<file path="src/rtl/rr_arbiter4_if.sv">
// Request/grant bundle between four clients and the round-robin arbiter.
//
// Handshake: req[i] is a level. Client i keeps it high for as long as it
// wants the resource and drops it to give the resource back. gnt is one-hot
// or zero and is driven only from registers. While gnt[i]=1, client i owns the
// resource. A request that is dropped before it is granted is forgotten.
// There is no valid/ready pairing beyond this req-level / gnt-level protocol.
interface rr_arbiter4_if;
  logic [3:0] req;
  logic [3:0] gnt;
  logic [1:0] gnt_id;
  logic       gnt_any;
  logic       busy;

  // Client side: raises requests and observes grants.
  modport master (
    output req,
    input  gnt,
    input  gnt_id,
    input  gnt_any,
    input  busy
  );

  // Arbiter side.
  modport slave (
    input  req,
    output gnt,
    output gnt_id,
    output gnt_any,
    output busy
  );
endinterface

</file>
<file path="src/rtl/rr_arbiter4.sv">
// Four-requester round-robin arbiter with a bounded hold time and a single
// dead cycle between owners. Every output comes straight from a flop or from
// a decode of flops, so there is no combinational path from req.
module rr_arbiter4 #(
  parameter int MAX_HOLD = 8,  // legal range 2..15
  parameter int CW       = 4   // 2**CW must exceed MAX_HOLD
) (
  input  logic         clk,
  input  logic         reset,
  rr_arbiter4_if.slave bus,
  output logic [1:0]   state_dbg
);

  typedef enum logic [1:0] {
    IDLE  = 2'd0,
    GRANT = 2'd1,
    DEAD  = 2'd2
  } state_t;

  localparam logic [CW-1:0] HOLD_LAST = CW'(MAX_HOLD - 1);

  state_t        state, nxt_state;
  logic [1:0]    ptr, nxt_ptr;
  logic [1:0]    owner, nxt_owner;
  logic [CW-1:0] hold_cnt, nxt_hold;
  logic [3:0]    gnt_r, nxt_gnt;
  logic [1:0]    win;
  logic          win_found;

  // Winner search: first requesting index in the order ptr, ptr+1, ptr+2, ptr+3.
  always_comb begin
    logic [1:0] idx;
    idx       = '0;
    win       = ptr;
    win_found = 1'b0;
    for (int k = 0; k < 4; k++) begin
      idx = ptr + 2'(k);
      if (!win_found && bus.req[idx]) begin
        win       = idx;
        win_found = 1'b1;
      end
    end
  end

  // State register; reset is asynchronous so it cuts a grant short immediately.
  always_ff @(posedge clk or posedge reset) begin
    if (reset) begin
      state    <= IDLE;
      ptr      <= 2'd0;
      owner    <= 2'd0;
      hold_cnt <= '0;
      gnt_r    <= 4'd0;
    end else begin
      state    <= nxt_state;
      ptr      <= nxt_ptr;
      owner    <= nxt_owner;
      hold_cnt <= nxt_hold;
      gnt_r    <= nxt_gnt;
    end
  end

  // Next-state logic: arbitrate in IDLE, count hold cycles in GRANT, and
  // always pass through DEAD for one cycle between owners.
  always_comb begin
    nxt_state = state;
    nxt_ptr   = ptr;
    nxt_owner = owner;
    nxt_hold  = hold_cnt;
    nxt_gnt   = gnt_r;
    case (state)
      IDLE: begin
        nxt_gnt   = 4'd0;
        nxt_owner = 2'd0;
        if (win_found) begin
          nxt_state = GRANT;
          nxt_owner = win;
          nxt_hold  = '0;
          nxt_gnt   = 4'b0001 << win;
        end
      end
      GRANT: begin
        // Release and expiry share one path; an expired owner that still
        // requests simply competes again with the lowest priority.
        if (bus.req[owner] && (hold_cnt < HOLD_LAST)) begin
          nxt_hold = hold_cnt + CW'(1);
        end else begin
          nxt_state = DEAD;
          nxt_ptr   = owner + 2'd1;
          nxt_owner = 2'd0;
          nxt_hold  = '0;
          nxt_gnt   = 4'd0;
        end
      end
      DEAD: begin
        nxt_state = IDLE;
        nxt_gnt   = 4'd0;
        nxt_owner = 2'd0;
      end
      default: begin
        nxt_state = IDLE;
        nxt_ptr   = 2'd0;
        nxt_owner = 2'd0;
        nxt_hold  = '0;
        nxt_gnt   = 4'd0;
      end
    endcase
  end

  // Output decode from registered state only.
  always_comb begin
    bus.gnt     = gnt_r;
    bus.gnt_id  = owner;
    bus.gnt_any = |gnt_r;
    bus.busy    = (state != IDLE);
    state_dbg   = state;
  end

endmodule

</file>
<file path="src/flat_wrapper.sv">
// flat-port wrapper written by rule: the top's interface ports become plain ports
module rr_arbiter4_flat 
#(
  parameter int MAX_HOLD = 8,                      
  parameter int CW       = 4                                
)
  (clk, reset, state_dbg, bus_req, bus_gnt, bus_gnt_id, bus_gnt_any, bus_busy);
  rr_arbiter4_if bus_i ();
  input  logic clk;
  input  logic reset;
  output logic [1:0] state_dbg;
  input wire logic [$bits(bus_i.req)-1:0] bus_req;
  output wire logic [$bits(bus_i.gnt)-1:0] bus_gnt;
  output wire logic [$bits(bus_i.gnt_id)-1:0] bus_gnt_id;
  output wire logic [$bits(bus_i.gnt_any)-1:0] bus_gnt_any;
  output wire logic [$bits(bus_i.busy)-1:0] bus_busy;
  assign bus_i.req = bus_req;
  assign bus_gnt = bus_i.gnt;
  assign bus_gnt_id = bus_i.gnt_id;
  assign bus_gnt_any = bus_i.gnt_any;
  assign bus_busy = bus_i.busy;
  rr_arbiter4 #(.MAX_HOLD(MAX_HOLD), .CW(CW)) u_core (.clk(clk), .reset(reset), .bus(bus_i), .state_dbg(state_dbg));
endmodule
</file>
<file path="config.mk">
export PLATFORM = sky130hd
export DESIGN_NAME = rr_arbiter4_flat
export DESIGN_NICKNAME = d
export VERILOG_FILES = /design/src/rtl/rr_arbiter4_if.sv /design/src/rtl/rr_arbiter4.sv /design/src/flat_wrapper.sv
export SDC_FILE = /design/constraint.sdc
export NUM_CORES = 1
export LEC_CHECK = 0
export CAP_MARGIN = 20
export CORE_UTILIZATION = 40
export CTS_CLUSTER_DIAMETER = 200
export DETAILED_ROUTE_END_ITERATION = 12
export PLACE_DENSITY_LB_ADDON = 0.3
export SLEW_MARGIN = 15
export SYNTH_ARGS = -nofsm -noshare
export SYNTH_HDL_FRONTEND = slang
export SYNTH_SLANG_ARGS = --single-unit
</file>
<file path="constraint.sdc">
create_clock -name clk -period 3.31 [get_ports clk]
set_input_delay 0.8275 -clock clk [delete_from_list [all_inputs] [get_ports clk]]
set_output_delay 0.8275 -clock clk [all_outputs]
set_load 0.05 [all_outputs]
</file>
-- After elaboration in Yosys (flattened, before gate mapping)
Cells that the tools add are included.
- add/sub/neg operators: 5
- $lt $le $gt $ge: 6
- equality and inequality tests: 4
- shifts and indexed selects: 1
- muxes and demuxes: 31
- bitwise logic cells: 2
- reduce and logical (&&, ||, !) cells: 14
- operators with widths (cell ; count):
    $mux 2 ; 8
    $mux 4 ; 4
    $lt 2x3->1 const B ; 5
    $pmux 2 s2 ; 3
    $pmux 4 s3 ; 1
    $bmux 1 s2 ; 5
    $mux 1 ; 9
    $pmux 4 s2 ; 1
    $reduce_and 2->1 ; 3
    $add 2x1->2 const B ; 2
    $add 2x2->2 const B ; 2
    $add 4x1->4 const B ; 1
    $logic_and 1x1->1 ; 4
    $lt 4x3->1 const B ; 1
    $reduce_or 4->1 ; 1
    $shl 1x2->4 const A ; 1
    $logic_not 1->1 ; 3
    $eq 2x1->1 const B ; 1
    $eq 2x2->1 const B ; 1
    $logic_not 2->1 ; 1
    $ne 2x1->1 const B ; 1
    $ne 2x2->1 const B ; 1
    $not 1->1 ; 2
    $reduce_bool 2->1 ; 1
    $reduce_or 2->1 ; 1
- bits in registers: 14
- input port bits: 6
- output and inout bits: 10
- word-level logic and storage cells: 68

-- Logic depth before layout (Yosys ltp)
- word-level depth: 15
- mapped depth: 6
- gate-level depth less buffers: 5

-- Worst setup path before layout
Ideal clock, no wire load.
- path kind: reg2out
- start: register u_core.gnt_r[0] (netlist: u_core.bus.gnt[0])
- end: output bus_gnt_any
- arrival: 1.386 ns
- data required time: 2.483 ns
- setup slack: 1.097 ns
- cell stages (with the launch flop): 2
- path buffers: 0
- path through: dfrtp_1 or4_1
- cells in the longest elaborated chain, start to end: 1
- RTL lines (item ; line ; source):
    start: declaration ; rr_arbiter4.sv:26 ; logic [3:0] gnt_r, nxt_gnt;
    start signal: assignment ; rr_arbiter4.sv:58 ; gnt_r <= nxt_gnt;
    $reduce_or 4->1 ; rr_arbiter4.sv:113 ; bus.gnt_any = |gnt_r;
    end: declaration ; flat_wrapper.sv:15 ; output wire logic [$bits(bus_i.gnt_any)-1:0] bus_gnt_any;
No other way between the ends.

-- Worst setup path after layout
- start: register u_core.gnt_r[1] (netlist: u_core.bus.gnt[1])
- end: output bus_gnt_any
Same word-level chain as after synthesis.

==> qor.csv <==
stage,metric,value,unit
route,wl_met1,745,µm
route,wl_per_cell,14.2,µm
floorplan,die_h,44.9,µm
sta,fin_crit_sh,0.829,
finish,area_growth,28.0,%
sta,fin_worst_skew,0.00209,ns
global_route,grt_max_degree,15,
global_route,grt_pass1_vias,557,
route,antenna_left,0,
sta,finalSetupViolations,0,
worst_setup_path,rr_worst_depth,4,
route,dr_wl_met2,762,µm
route,drc_errors,0,
synthesis,ys_seq_elements,14,
worst_setup_path,crit_arrival,1.92,ns
synthesis,synth_area_leader_cell,dfrtp_1,
route,dr.pass1.iters,4,
run_status,status,completed,
sta,max_freq,364,MHz
pwr,ir_drop,0.687,mV
pwr,power_leakage,0.411,nW
pwr,p_total,1.03,mW
pwr,clkPwrFrac,0.119,
worst_setup_path,end_kind,output port,
sta,tightestPinTransition,0.645,ns
synthesis,synthesis.nets,78,
clocking,clock_sinks,14,
route,viasPerCell,5.22,
synthesis,synthFlopType,dfrtp_1,
pwr,intPower,0.534,mW
pwr,combPwrFrac,0.585,
global_route,antenna_found_initial,0,
sta,fin_crit,2.75,ns
global_route,grt_use_total,0.186,
floorplan,io_pins,16,
worst_setup_path,worstReg2RegStart,u_core.bus.gnt_id[0],
clocking,clkTransAtPathRegs,0.08,ns
synthesis,async_reset_ff_frac,1.00,
job,drv_cap,0,
clocking,clock-root-buffer,clkbuf_4,
clocking,clock_latency,0.28,ns
route,dr.max_layer_used,met4,
pwr,pwr-share-seq,0.296,
synthesis,synth_seq_area_share,0.475,
placement,gp_congestion,0.802,
synthesis,synth_top_area_frac,0.475,
clocking,cts_tree,done,
sta,finalMaxSlewViolations,0,
floorplan,initial_core_util,0.427,
worst_setup_path,worstPathMaxFanout,3,
finish,fin_area,943,µm²
floorplan,die_x,44.9,µm
worst_setup_path,worstSetupPathType,reg2out,
finish,drive_gt1_frac,0.135,
floorplan,rows,15,
min_path,min_from,u_core.bus.gnt[0],
pwr,p_switching,0.491,mW
pwr,power_density,1090,mW/mm²
clocking,post_cts_buffers,0,
clocking,cts_buffers,3,
worst_setup_path,cp-start-kind,register,
floorplan,dieArea,0.00202,mm²
placement,place_area,907,µm²
synthesis,synth_common_cells,"dfrtp_1, nand2_1, o21ai_0",
synthesis,synth_area,737,µm²
global_route,grt_pass1_wl,2530,µm
synthesis,syn_inst,71,
min_path,hold_depth,2,
sta,rsz0062_at_grt,no,
clocking,ctsHoldBuffers,0,
synthesis,yosysUniqueCellTypes,28,
route,dr_wl_met3,96,µm
worst_setup_path,reg2reg_to,u_core.ptr[0],
floorplan,coreArea,0.00173,mm²
sta,finalSetupTns,0,ns
route,drt-initial-drc-count,7,
clocking,post_cts_resized,0,
synthesis,post-synth-top-count-cell,dfrtp_1,
placement,dp_hpwl,1140,µm
sta,hold_viol,0,
synthesis,yosys_warnings,0,
pwr,sw_frac_of_total,0.479,
route,dr_total_vias,595,
worst_setup_path,rrSetupSlack,1.52,ns
synthesis,netlist_top_cells_area,"dfrtp_1, o21ai_0, mux2_4",
clocking,clockBufferDepth,2,
min_path,hp-class,reg2reg,
worst_setup_path,cp.required,2.48,ns
min_path,hold_end,u_core.bus.gnt[0],
clocking,cts_max_level,1,
sta,timing.slew.headroom,0.566,
route,drt-total-wl,1620,µm
placement,io_buffers,15,
synthesis,synth_edf_count,0,
finish,nets,97,
synthesis,syn_area_per_cell,10.4,µm²
global_route,gr-total-overflow,0,
finish,diodes,0,
per-layer routing:
layer  up-vias  global-route usage
li1        292                   -
met1       284               0.231
met2        17               0.293
met3         2              0.0840
met4         0              0.0545
met5         -                   0
cell type report:
class / instances / area, µm²
Fill cell: 161 / 783
Tap cell: 25 / 31.3
Multi-Input combinational cell: 50 / 353
Inverter: 6 / 22.5
Clock buffer: 4 / 36.3
Sequential cell: 14 / 350
Timing Repair Buffer: 15 / 150
worst max path at each step:
stage | endpoint | slack (ns) | start
floorplan | bus_gnt_any | 1.10 | u_core.bus.gnt[0]
CTS | bus_gnt_any | 0.54 | u_core.bus.gnt[1]
global placement | u_core.ptr[1] | 0.71 | bus_req[3]
global route | bus_gnt_any | 0.50 | u_core.bus.gnt[0]
finish | bus_gnt_any | 0.56 | u_core.bus.gnt[1]
detailed placement | u_core.ptr[0] | 0.66 | bus_req[3]
power groups by stage:
stage / clock (mW) / combinational (mW) / sequential, mW
3_3_place_gp: 0 / 0.590 / 0.301
4_1_cts: 0.126 / 0.604 / 0.302
5_1_grt: 0.133 / 0.635 / 0.310
3_5_place_dp: 0 / 0.597 / 0.303
2_1_floorplan: 0 / 0.307 / 0.423
6_report: 0.122 / 0.599 / 0.303
stage by stage:
step	setup WS, ns	std cells	hold WS [ns]	util
floorplan	1.10	71	0.478	-
global placement	0.708	110	0.498	0.525
detailed placement	0.663	110	0.496	0.525
CTS	0.538	114	0.531	0.546
global route	0.504	114	0.554	0.546
finish	0.565	114	0.520	0.546
worst max-delay path: stages, from the launching register on:
cell	delay [ns]
dfrtp_1	0.41
or4_1	0.51
clkdlybuf4s50_1	0.72
placed cells by master (no fill, tap or decap), drive strengths merged:
| cell type | n |
|---|---|
| a32o | 2 |
| a21o | 1 |
| o21ai | 7 |
| clkbuf | 4 |
| nor4 | 1 |
| o31ai | 2 |
| and2b | 1 |
| dfrtp | 14 |
| mux2i | 1 |
| clkdlybuf4s50 | 15 |
| a22o | 1 |
| nor2 | 4 |
| o21bai | 1 |
| nand4 | 1 |
| or4 | 1 |
| xnor2 | 1 |
| o221a | 1 |
| nand2 | 8 |
| nor2b | 4 |
| and4 | 1 |
| inv | 6 |
| mux2 | 2 |
| ha | 1 |
| mux4 | 1 |
| or3 | 1 |
| or2 | 2 |
| a21oi | 4 |
| o221ai | 1 |
flip-flops by register name, summed over array words and instances (netlist names):
register           flops
u_core.state_dbg       2
u_core.hold_cnt        4
u_core.bus.gnt         4
u_core.bus.gnt_id      2
u_core.ptr             2
cell families after synthesis:
| kind of cell | count (synthesis) | synth area share |
|---|---|---|
| flops | 14 | 0.475 |
| mux | 4 | 0.0849 |
| simple gates | 24 | 0.183 |
| buf+inv | 7 | 0.0458 |
| xor+xnor | 1 | 0.0119 |
| compound gates | 20 | 0.182 |
| fa+ha+maj | 1 | 0.0170 |
Note: power is estimated with default switching activity, not from simulation.
